===== src/rtl/ram_1rw_rd_stream.sv =====
// rtl/ram_1rw_rd_stream.sv - request/response front end for the 2-cycle byte-masked 1RW RAM wrapper
//
// Accepts a valid/ready request stream of reads and masked writes, issues each
// accepted request straight onto the RAM port in the same cycle, and returns
// read data in request order through a small response FIFO. A credit counter
// covers in-flight reads plus FIFO occupancy, so the FIFO can never overflow.
//
// Ports:
//   clk, rst            clock; synchronous active-high reset
//   req_val/req_rdy     request handshake; req_wr selects write (1) or read (0)
//   req_addr/data/mask  RAM address, write data, byte write enables
//   resp_val/resp_rdy   response handshake; resp_data is read data in order
//   ram_*_a             RAM wrapper port A (en, wr_en, addr, din, wr_mask out;
//                       dout_val, dout in)
//   err                 sticky protocol error (unexpected RAM data or overflow)
module ram_1rw_rd_stream #(
  parameter int DATA_W      = 32,
  parameter int DATA_MASK_W = DATA_W / 8,
  parameter int DEPTH       = 16,
  parameter int ADDR_W      = $clog2(DEPTH),
  parameter int BUF_DEPTH   = 4
) (
  input  logic                   clk,
  input  logic                   rst,
  input  logic                   req_val,
  output logic                   req_rdy,
  input  logic                   req_wr,
  input  logic [ADDR_W-1:0]      req_addr,
  input  logic [DATA_W-1:0]      req_data,
  input  logic [DATA_MASK_W-1:0] req_mask,
  output logic                   resp_val,
  input  logic                   resp_rdy,
  output logic [DATA_W-1:0]      resp_data,
  output logic                   ram_en_a,
  output logic                   ram_wr_en_a,
  output logic [ADDR_W-1:0]      ram_addr_a,
  output logic [DATA_W-1:0]      ram_din_a,
  output logic [DATA_MASK_W-1:0] ram_wr_mask_a,
  input  logic                   ram_dout_val_a,
  input  logic [DATA_W-1:0]      ram_dout_a,
  output logic                   err
);

  localparam int CW = $clog2(BUF_DEPTH + 1);
  localparam int PW = (BUF_DEPTH > 1) ? $clog2(BUF_DEPTH) : 1;
  localparam logic [CW-1:0] CNT_MAX  = CW'(BUF_DEPTH);
  localparam logic [PW-1:0] PTR_LAST = PW'(BUF_DEPTH - 1);

  logic [CW-1:0] cred_q, cred_d;
  logic [CW-1:0] count_q, count_d;
  logic [PW-1:0] head_q, head_d;
  logic [PW-1:0] tail_q, tail_d;
  logic          stage0_q, stage0_d;
  logic          stage1_q, stage1_d;
  logic          orphan_q, orphan_d;
  logic          err_q, err_d;
  logic [DATA_W-1:0] mem_q [BUF_DEPTH];

  logic rd_issue;
  logic push;
  logic pop;
  logic full;
  logic empty;

  // Admission depends only on registered credits, never on the request itself.
  assign req_rdy       = ~rst & (cred_q < CNT_MAX);
  assign ram_en_a      = req_val & req_rdy;
  assign ram_wr_en_a   = ram_en_a & req_wr;
  assign ram_addr_a    = req_addr;
  assign ram_din_a     = req_data;
  assign ram_wr_mask_a = req_mask;

  assign rd_issue = ram_en_a & ~req_wr;

  assign empty     = (count_q == '0);
  assign full      = (count_q == CNT_MAX);
  assign resp_val  = ~empty;
  assign resp_data = mem_q[head_q];
  assign pop       = resp_val & resp_rdy;

  // A read issued the cycle before reset returns its data the cycle after
  // reset; orphan_q marks that slot so the data is dropped without an error.
  assign push = ram_dout_val_a & ~orphan_q;

  assign err = err_q;

  always_comb begin
    stage0_d = rd_issue;
    stage1_d = stage0_q;
    orphan_d = rst & stage0_q;

    cred_d = cred_q;
    if (rd_issue && !pop) begin
      cred_d = cred_q + CW'(1);
    end else if (!rd_issue && pop) begin
      cred_d = cred_q - CW'(1);
    end

    count_d = count_q;
    if (push && !pop) begin
      count_d = count_q + CW'(1);
    end else if (!push && pop) begin
      count_d = count_q - CW'(1);
    end

    head_d = head_q;
    if (pop) begin
      head_d = (head_q == PTR_LAST) ? '0 : head_q + PW'(1);
    end

    tail_d = tail_q;
    if (push) begin
      tail_d = (tail_q == PTR_LAST) ? '0 : tail_q + PW'(1);
    end

    // Push into a full FIFO is only an error when nothing leaves that cycle.
    err_d = err_q
          | (ram_dout_val_a != (stage1_q | orphan_q))
          | (push & full & ~pop);
  end

  always_ff @(posedge clk) begin
    if (rst) begin
      cred_q   <= '0;
      count_q  <= '0;
      head_q   <= '0;
      tail_q   <= '0;
      stage0_q <= 1'b0;
      stage1_q <= 1'b0;
      err_q    <= 1'b0;
    end else begin
      cred_q   <= cred_d;
      count_q  <= count_d;
      head_q   <= head_d;
      tail_q   <= tail_d;
      stage0_q <= stage0_d;
      stage1_q <= stage1_d;
      err_q    <= err_d;
    end
  end

  // orphan_q must be loaded while rst is high, so it has no reset branch.
  always_ff @(posedge clk) begin
    orphan_q <= orphan_d;
  end

  always_ff @(posedge clk) begin
    if (push) begin
      mem_q[tail_q] <= ram_dout_a;
    end
  end

endmodule


===== config.mk =====
export PLATFORM = sky130hd
export DESIGN_NAME = ram_1rw_rd_stream
export DESIGN_NICKNAME = d
export VERILOG_FILES = /design/src/rtl/ram_1rw_rd_stream.sv
export SDC_FILE = /design/constraint.sdc
export NUM_CORES = 1
export LEC_CHECK = 0
export CAP_MARGIN = 30
export CORE_MARGIN = 2
export CORE_UTILIZATION = 48
export CTS_CLUSTER_SIZE = 40
export DETAILED_ROUTE_END_ITERATION = 10
export PLACE_DENSITY_LB_ADDON = 0.12
export REMOVE_ABC_BUFFERS = 1
export SKIP_LAST_GASP = 1
export SYNTH_ARGS = -nofsm -noshare
export SYNTH_HDL_FRONTEND = slang
export SYNTH_SLANG_ARGS = --single-unit

===== constraint.sdc =====
create_clock -name clk -period 2.4 [get_ports clk]
set_clock_uncertainty 0.15 [all_clocks]
set_input_delay 0.24 -clock clk [delete_from_list [all_inputs] [get_ports clk]]
set_output_delay 0.24 -clock clk [all_outputs]
set_load 0.01 [all_outputs]

[Word level (Yosys, flattened, before mapping)]
Memories as Yosys holds them, arrays and structs flattened. A register that Yosys moved wholly into a read port is not among the register bits.
Cells that the tools add are included.
Storage, ports and cells
  bits in registers: 14
  memories: 1
  logic and storage cells: 57
  memory bits (writable): 128
  bits of input ports: 78
  output and inout port bits: 77
Memories
  mem_q: words 4, bits a word 32, read ports 1, clocked after Yosys merged registers in 1, write ports 1, line 57  | logic [DATA_W-1:0] mem_q [BUF_DEPTH];
Cells by class
  equality and inequality tests: 4
  bitwise logic cells: 17
  magnitude comparators: 1
  reduce and logical (&&, ||, !) cells: 10
  muxes and demuxes: 10
  $add $sub $neg: 6
Operator list (number)
  $mux 3: 4
  $and 1x1->1: 9
  $mux 2: 4
  $add 3x1->3 const B: 2
  $sub 3x1->3 const B: 2
  $not 1->1: 5
  $add 2x1->2 const B: 2
  $eq 2x2->1 const B: 2
  $logic_and 1x1->1: 4
  $reduce_bool 2->1: 2
  $eq 3x3->1 const B: 1
  $logic_not 1->1: 3
  $logic_not 3->1: 1
  $lt 3x3->1 const B: 1
  $or 1x1->1: 3
  $mux 1: 2
  $ne 1x1->1: 1

[Longest topological paths before layout]
Gate-level depths: netlist (run 1).
  depth in word-level cells: 8
  depth in mapped cells: 9

[Worst setup path after synthesis (run 1)]
No wires, ideal clock.
  path kind: register -> register
  from: reg cred_q[2]
  to: reg cred_q[2]
  cell stages (with the launch flop): 10
  path slack: 0.124 ns
  path buffers: 0
  arrival: 2.055 ns
  library setup time: 0.071 ns
  path through: dfxtp_1 > nor2_1 > and2_1 > nor2b_1 > ha_1 > inv_1 > fa_1 > xor2_1 > or3_1 > a21oi_1
Between the ends
  cells in the longest elaborated chain, start to end: 7
RTL lines
  from (decl): line 49  | logic [CW-1:0] cred_q, cred_d;
  from (signal assigned): line 132  | cred_q <= cred_d;
  $lt 3x3->1 *: line 66  | assign req_rdy = ~rst & (cred_q < CNT_MAX);
  $and 1x1->1 *: line 66
  named net req_rdy: line 26  | output logic req_rdy,
  $and 1x1->1 *: line 67  | assign ram_en_a = req_val & req_rdy;
  named net ram_en_a: line 34  | output logic ram_en_a,
  $and 1x1->1 *: line 73  | assign rd_issue = ram_en_a & ~req_wr;
  named net rd_issue: line 59  | logic rd_issue;
  $logic_not 1->1: line 95  | end else if (!rd_issue && pop) begin
  $logic_and 1x1->1: line 95
  $reduce_bool 2->1 (no source line)
Mark *: on every way through the listed nets, which the timed path passes. The rest lies on a longest branch. The select of a mux whose other input is x is not followed.
A chain may end at the register's enable or synchronous reset.

==> results of run 1 <==
## through the flow
stage	hold WS (ns)	instances	util, %	TNS, ns
finish	0.274	503	62.2	0
global route	0.285	503	62.2	0
CTS	0.264	501	61.4	-0.610
detailed placement	0.307	468	56.1	-0.0859
global placement	0.287	468	56.1	-0.0254
floorplan	0.159	236	-	-3.33
## cell families (layout without fill, tap and decap cells)
family          count (synthesis)  count (layout)
flops                         144             144
buf+inv                        54             129
mux                            37              37
simple gates                   29              29
fa+ha+maj                       9               9
compound gates                  8               8
xor+xnor                        4               4
## synth_stat cells
| cell | number |
|---|---|
| o211ai_1 | 1 |
| buf_12 | 3 |
| ha_1 | 7 |
| nor2b_1 | 4 |
| nor4b_1 | 1 |
| a21oi_1 | 4 |
| clkbuf_1 | 1 |
| mux2i_1 | 5 |
| buf_6 | 1 |
| nor2_1 | 9 |
| buf_4 | 40 |
| inv_1 | 5 |
| and2_1 | 6 |
| dfxtp_1 | 16 |
| xor2_1 | 4 |
| o21ai_0 | 2 |
| and3_1 | 1 |
| mux4_1 | 2 |
| buf_2 | 4 |
| o31ai_4 | 1 |
| nand2_1 | 3 |
| mux4_2 | 30 |
| edfxtp_1 | 128 |
| or3_1 | 5 |
| fa_1 | 2 |
## path summary, 6_finish.rpt
kind / from / endpoint / slack, ns / cells after the start
setup / recovery: flip-flop / resp_data[31] / 0.09 / 2
hold / removal: req_wr / stage0_q / 0.27 / 2
setup reg to reg: count_q[0] / count_q[2] / 0.15 / 7
hold reg to reg: err / err / 0.31 / 2
## layout by cell type, fill, tap and decap left out, types with 2 or more instances in the layout
cell / netlist / routed
a21oi_1: 4 / 4
and2_1: 6 / 2
and2_2: 0 / 4
buf_12: 3 / 7
buf_4: 40 / 10
bufinv_16: 0 / 3
clkbuf_16: 0 / 18
clkdlybuf4s50_1: 0 / 43
clkinv_2: 0 / 4
clkinvlp_4: 0 / 5
dfxtp_1: 16 / 14
dfxtp_4: 0 / 2
dlygate4sd2_1: 0 / 4
dlymetal6s2s_1: 0 / 27
edfxtp_1: 128 / 128
fa_1: 2 / 2
ha_1: 7 / 7
inv_1: 5 / 5
mux2i_1: 5 / 5
mux4_1: 2 / 2
mux4_2: 30 / 30
nand2_1: 3 / 3
nor2_1: 9 / 9
nor2b_1: 4 / 4
o21ai_0: 2 / 2
or3_1: 5 / 5
xor2_1: 4 / 4
## layout make-up
type	count	area, µm²
Timing Repair Buffer	92	1040
Fill cell	838	4350
Sequential cell	144	4170
Inverter	5	18.8
Clock buffer	17	425
Tap cell	143	179
Multi-Input combinational cell	87	1160
Clock inverter	15	169
## power by group
part / internal [mW] / switching, mW / leakage [nW] / total, mW
logic: 0.909 / 0.619 / 1.05 / 1.53
clock network: 1.62 / 0.964 / 0.278 / 2.59
registers: 2.92 / 0.124 / 1.31 / 3.05
## metal layers
metal,up-vias,routed length [µm],track usage (%),part of all wire (%)
met5,-,36,4.71,0.33
met4,2,183,6.99,1.7
met3,21,1370,11.6,12
met2,129,4850,24.4,44
met1,1366,4640,24.1,42
li1,1202,-,-,-
## registers in the layout, indices dropped and copies added, names as in the netlist, named ones only
signal and cells:
cred_q 3, orphan_q 1, stage0_q 1, head_q 2
stage1_q 1, mem_q 128, err 1, tail_q 2
count_q 3
## repair_timing
| action | in CTS | in global routing |
|---|---|---|
| gates cloned | 0 | 1 |
| setup endpoints to repair | 29 | 27 |
| pin swaps | 0 | 0 |
| gates resized for setup | 6 | 27 |
| hold buffers | 0 | 0 |
| buffers inserted | 1 | 1 |
==> results.cfg, run 1 <==
[critical_path]
cp_max_fo = 6
end_kind = output port
cpMaxStageDelayCell = mux4_1
critPathLaunchType = flip-flop
cpLargestDelayFamily = multiplexers
worstPathArrival_ns = 1.92
cpPeakStageDelay_ns = 0.56
path_buf_inv = 1
path_cells = mux4_1, clkdlybuf4s50_1
worstSetupPathType = reg -> out
required_ns = 2.01

[synthesis]
synth_top_area_share_pct = 67.1
synth-seq-cells = 144
ys_warn_count = 0
ys_seq_area_share_pct = 72.6
synth_top_family_by_area = multiplexers
synth-simple-area-share_pct = 2.69
synth_cell_types = 25
synth.avg_cell_area_um2 = 20.1
synth_xor_area_share_pct = 0.611
synth_cells = 285
synth_compound_gate_area_share_pct = 1.03
syn_area_um2 = 5730
synthAdderAreaFrac_pct = 2.23
synth.area.mux_share_pct = 13.6
ys_top_cells_by_area = edfxtp_1 (67%), mux4_2 (12%), dfxtp_1 (5.6%)
synth_area_leader_cell = edfxtp_1

[placed_design]
globalplace.congestion = 0.700
port_buffers = 74
hpwl_um = 7110
place_ws_ns = -0.0859
placed_area_um2 = 6460

[sta]
fmax_mhz = 434
fin_crit_ns = 2.31
tightest_slew_ns = 0.322
finalSetupViolCount = 0
relSlewSlack_pct = 78.5
drv_slew = 0
min_period_over_period_pct = 96.1
rsz0062_at_grt = false
finalWorstSetupSlack_ns = 0.0938
hold_viol = 0

[finish]
final_area_um2 = 7170
area_delta_synth_final_pct = 25.0
drive_above_1_share_pct = 23.9
nets = 434
antenna_cells = 0

[cts]
cts_buffers = 17
clkLatencyLatePin_ns = 0.41
cts_tree = built
h-tree-depth = 4
cts-root-buf = clkbuf_16
cts_buffer_depth = 2
clk_pin_slew_ns = 0.06
cts_sinks = 144

[floorplan]
core_um2 = 11500
rows = 39
die_y_um = 113
die_x_um = 113
ios = 155
start_util_pct = 49.8
dieArea_um2 = 12800

[grt]
grt_overflow_total = 0
antenna_found_initial = 0
grt_max_degree = 33
grt_pass1_vias = 2758
grt_use_total_pct = 18.4
grt_pass1_wl_um = 16800

[flow_run]
maxCapViolations = 0

[outcome]
status = finished clean

[power_and_ir_drop]
p_total_mw = 7.16
power_density_nw_per_um2 = 1000
p_leak_nw = 2.64
ir_drop_mv = 0.504

[detailed_routing]
drcViolationCount = 0
viasPerCell = 5.41
vias = 2720
wl_per_cell_um = 22.0
drt_iter0_drc = 261
first_pass_iters = 4
wl_um = 11100
ant_nets = 0

[min_path]
hold_path_class = in -> reg
Power figures use the tool's default switching activity.
==> inputs of run 2 (changes only) <==
--- a/config.mk
+++ b/config.mk
@@ -5,8 +5,8 @@
 export SDC_FILE = /design/constraint.sdc
 export NUM_CORES = 1
 export LEC_CHECK = 0
+export ABC_CLOCK_PERIOD_IN_PS = 2400
 export CAP_MARGIN = 30
-export CORE_MARGIN = 2
 export CORE_UTILIZATION = 48
 export CTS_CLUSTER_SIZE = 40
 export DETAILED_ROUTE_END_ITERATION = 10
==> results.cfg, run 2 (synthesized netlist as in run 1, its figures left out) <==
[critical_path]
end_kind = output port
required_ns = 2.01
worstSetupPathType = reg -> out
cpPeakStageDelay_ns = 0.55
path_cells = buf_12, mux4_1, clkdlybuf4s50_1
critPathLaunchType = flip-flop
cp_max_fo = 9
worstPathArrival_ns = 2.02
cpMaxStageDelayCell = mux4_1

[sta]
tightest_slew_ns = 0.303
hold_ws_ns = 0.266
finalSetupViolCount = 1
setup-tns-final_ns = -0.00610
hold_viol = 0
rsz0062_at_grt = true
fmax_mhz = 416
min_period_over_period_pct = 100
finalWorstSetupSlack_ns = -0.00610
relSlewSlack_pct = 79.8
drv_slew = 0
fin_crit_ns = 2.41

[placed_design]
globalplace.congestion = 0.673
hpwl_um = 7020
place_ws_ns = -0.105
port_buffers = 74

[finish]
largest_register_ffs = 128
reg.largest.list = mem_q x128, count_q x3, cred_q x3
seqCellArea_um2 = 4170
layout_common_cells = edfxtp_1 (128), clkdlybuf4s50_1 (43), mux4_2 (30)
area_delta_synth_final_pct = 25.4
nets = 439
drive_above_1_share_pct = 24.7
antenna_cells = 0
top_register = mem_q
final_common_cell = edfxtp_1
nFillCells = 831
multi_input_area_um2 = 1160

[detailed_routing]
wl_um = 11200
vias = 2742
wl_per_cell_um = 22.0
viasPerCell = 5.40
ant_nets = 0
first_pass_iters = 7
drt_iter0_drc = 210
drcViolationCount = 14

[floorplan]
ios = 155
core_um2 = 11500
die_y_um = 111
dieArea_um2 = 12400
start_util_pct = 49.8
rows = 39
die_x_um = 111

[cts]
clkLatencyLatePin_ns = 0.41
cts-root-buf = clkbuf_16
cts_sinks = 144
ctsHoldBuffers = 0
h-tree-depth = 4
cts_buffer_depth = 2
clk_pin_slew_ns = 0.06
cts_tree = built
cts_buffers = 17

[power_and_ir_drop]
p_sw_mw = 1.77
power_density_nw_per_um2 = 998
intPower_mw = 5.40
p_seq_share_pct = 42.4
ir_drop_mv = 0.503
p_clk_share_pct = 35.6
p_leak_nw = 2.67
p_sw_share_pct = 24.7
p_comb_share_pct = 21.9

[outcome]
violations = design-rule violations, negative setup slack
status = finished, violations left

[min_path]
hold_path_class = in -> reg

[grt]
grt_pass1_vias = 2890
grt_max_degree = 33
grt_overflow_total = 0
grt_pass1_wl_um = 16700
antenna_found_initial = 0
grt_use_total_pct = 19.1

[flow_run]
maxCapViolations = 0
-- run 2: cell types whose count changed in the layout (fill, tap and decap cells not counted) --
cell / before / now
dlymetal6s2s_1: 27 / 28
buf_4: 10 / 16
clkbuf_1: 0 / 1
inv_6: 1 / 3
buf_12: 7 / 6
bufinv_16: 3 / 2
clkinv_4: 1 / 6
clkinvlp_4: 5 / 2
dlygate4sd2_1: 4 / 3
clkinv_2: 4 / 0
-- run 2: stage by stage --
step | power (mW) | util, % | instance area, µm² | cells
2_1_floorplan | 3.89 | - | 5340 | 236
3_3_place_gp | 4.62 | 56.0 | 6450 | 468
3_5_place_dp | 4.65 | 56.0 | 6450 | 468
4_1_cts | 7.22 | 61.1 | 7040 | 501
5_1_grt | 7.47 | 62.4 | 7190 | 508
6_report | 7.17 | 62.4 | 7190 | 508
-- run 2: power groups by stage --
stage | sequential [mW] | clock [mW] | combinational [mW]
2_1_floorplan | 3.15 | 0 | 0.735
3_3_place_gp | 3.08 | 0 | 1.54
3_5_place_dp | 3.09 | 0 | 1.57
4_1_cts | 3.04 | 2.61 | 1.57
5_1_grt | 3.07 | 2.70 | 1.70
6_report | 3.04 | 2.56 | 1.57
-- run 2: layout make-up --
class / instances / share of cell area [%]
well taps: 143 / 2.49
repair buffers: 97 / 14.9
clock buffers: 18 / 5.97
clock inverters: 14 / 2.19
multi-input cells: 87 / 16.1
inverters: 5 / 0.261
flip-flops and latches: 144 / 58.0
-- run 2: worst paths after layout --
check,startpoint,end,slack [ns],depth (start not counted)
worst min register to register,err,err,0.31,2
worst min-delay path,req_wr,stage0_q,0.27,2
worst max-delay path,flip-flop,resp_data[31],-0.006,3
worst max register to register,count_q[0],count_q[2],0.16,7
-- run 2: what timing repair did --
action | 4_1_cts | 5_1_grt
resized for setup | 3 | 30
cloned | 0 | 1
setup endpoints to repair | 23 | 29
setup buffers | 1 | 6
-- run 2: per-layer routing --
layer	GRT usage (%)	wire (µm)
met1	24.4	4700
met4	8.11	113
met2	24.8	4870
met5	6.67	102
met3	12.4	1410
-- run 2: critical path: cells and delay by family, from the launching register on --
family | cells | cell delay, ns
flops | 1 | 0.40
mux | 1 | 0.55
buf+inv | 2 | 0.65
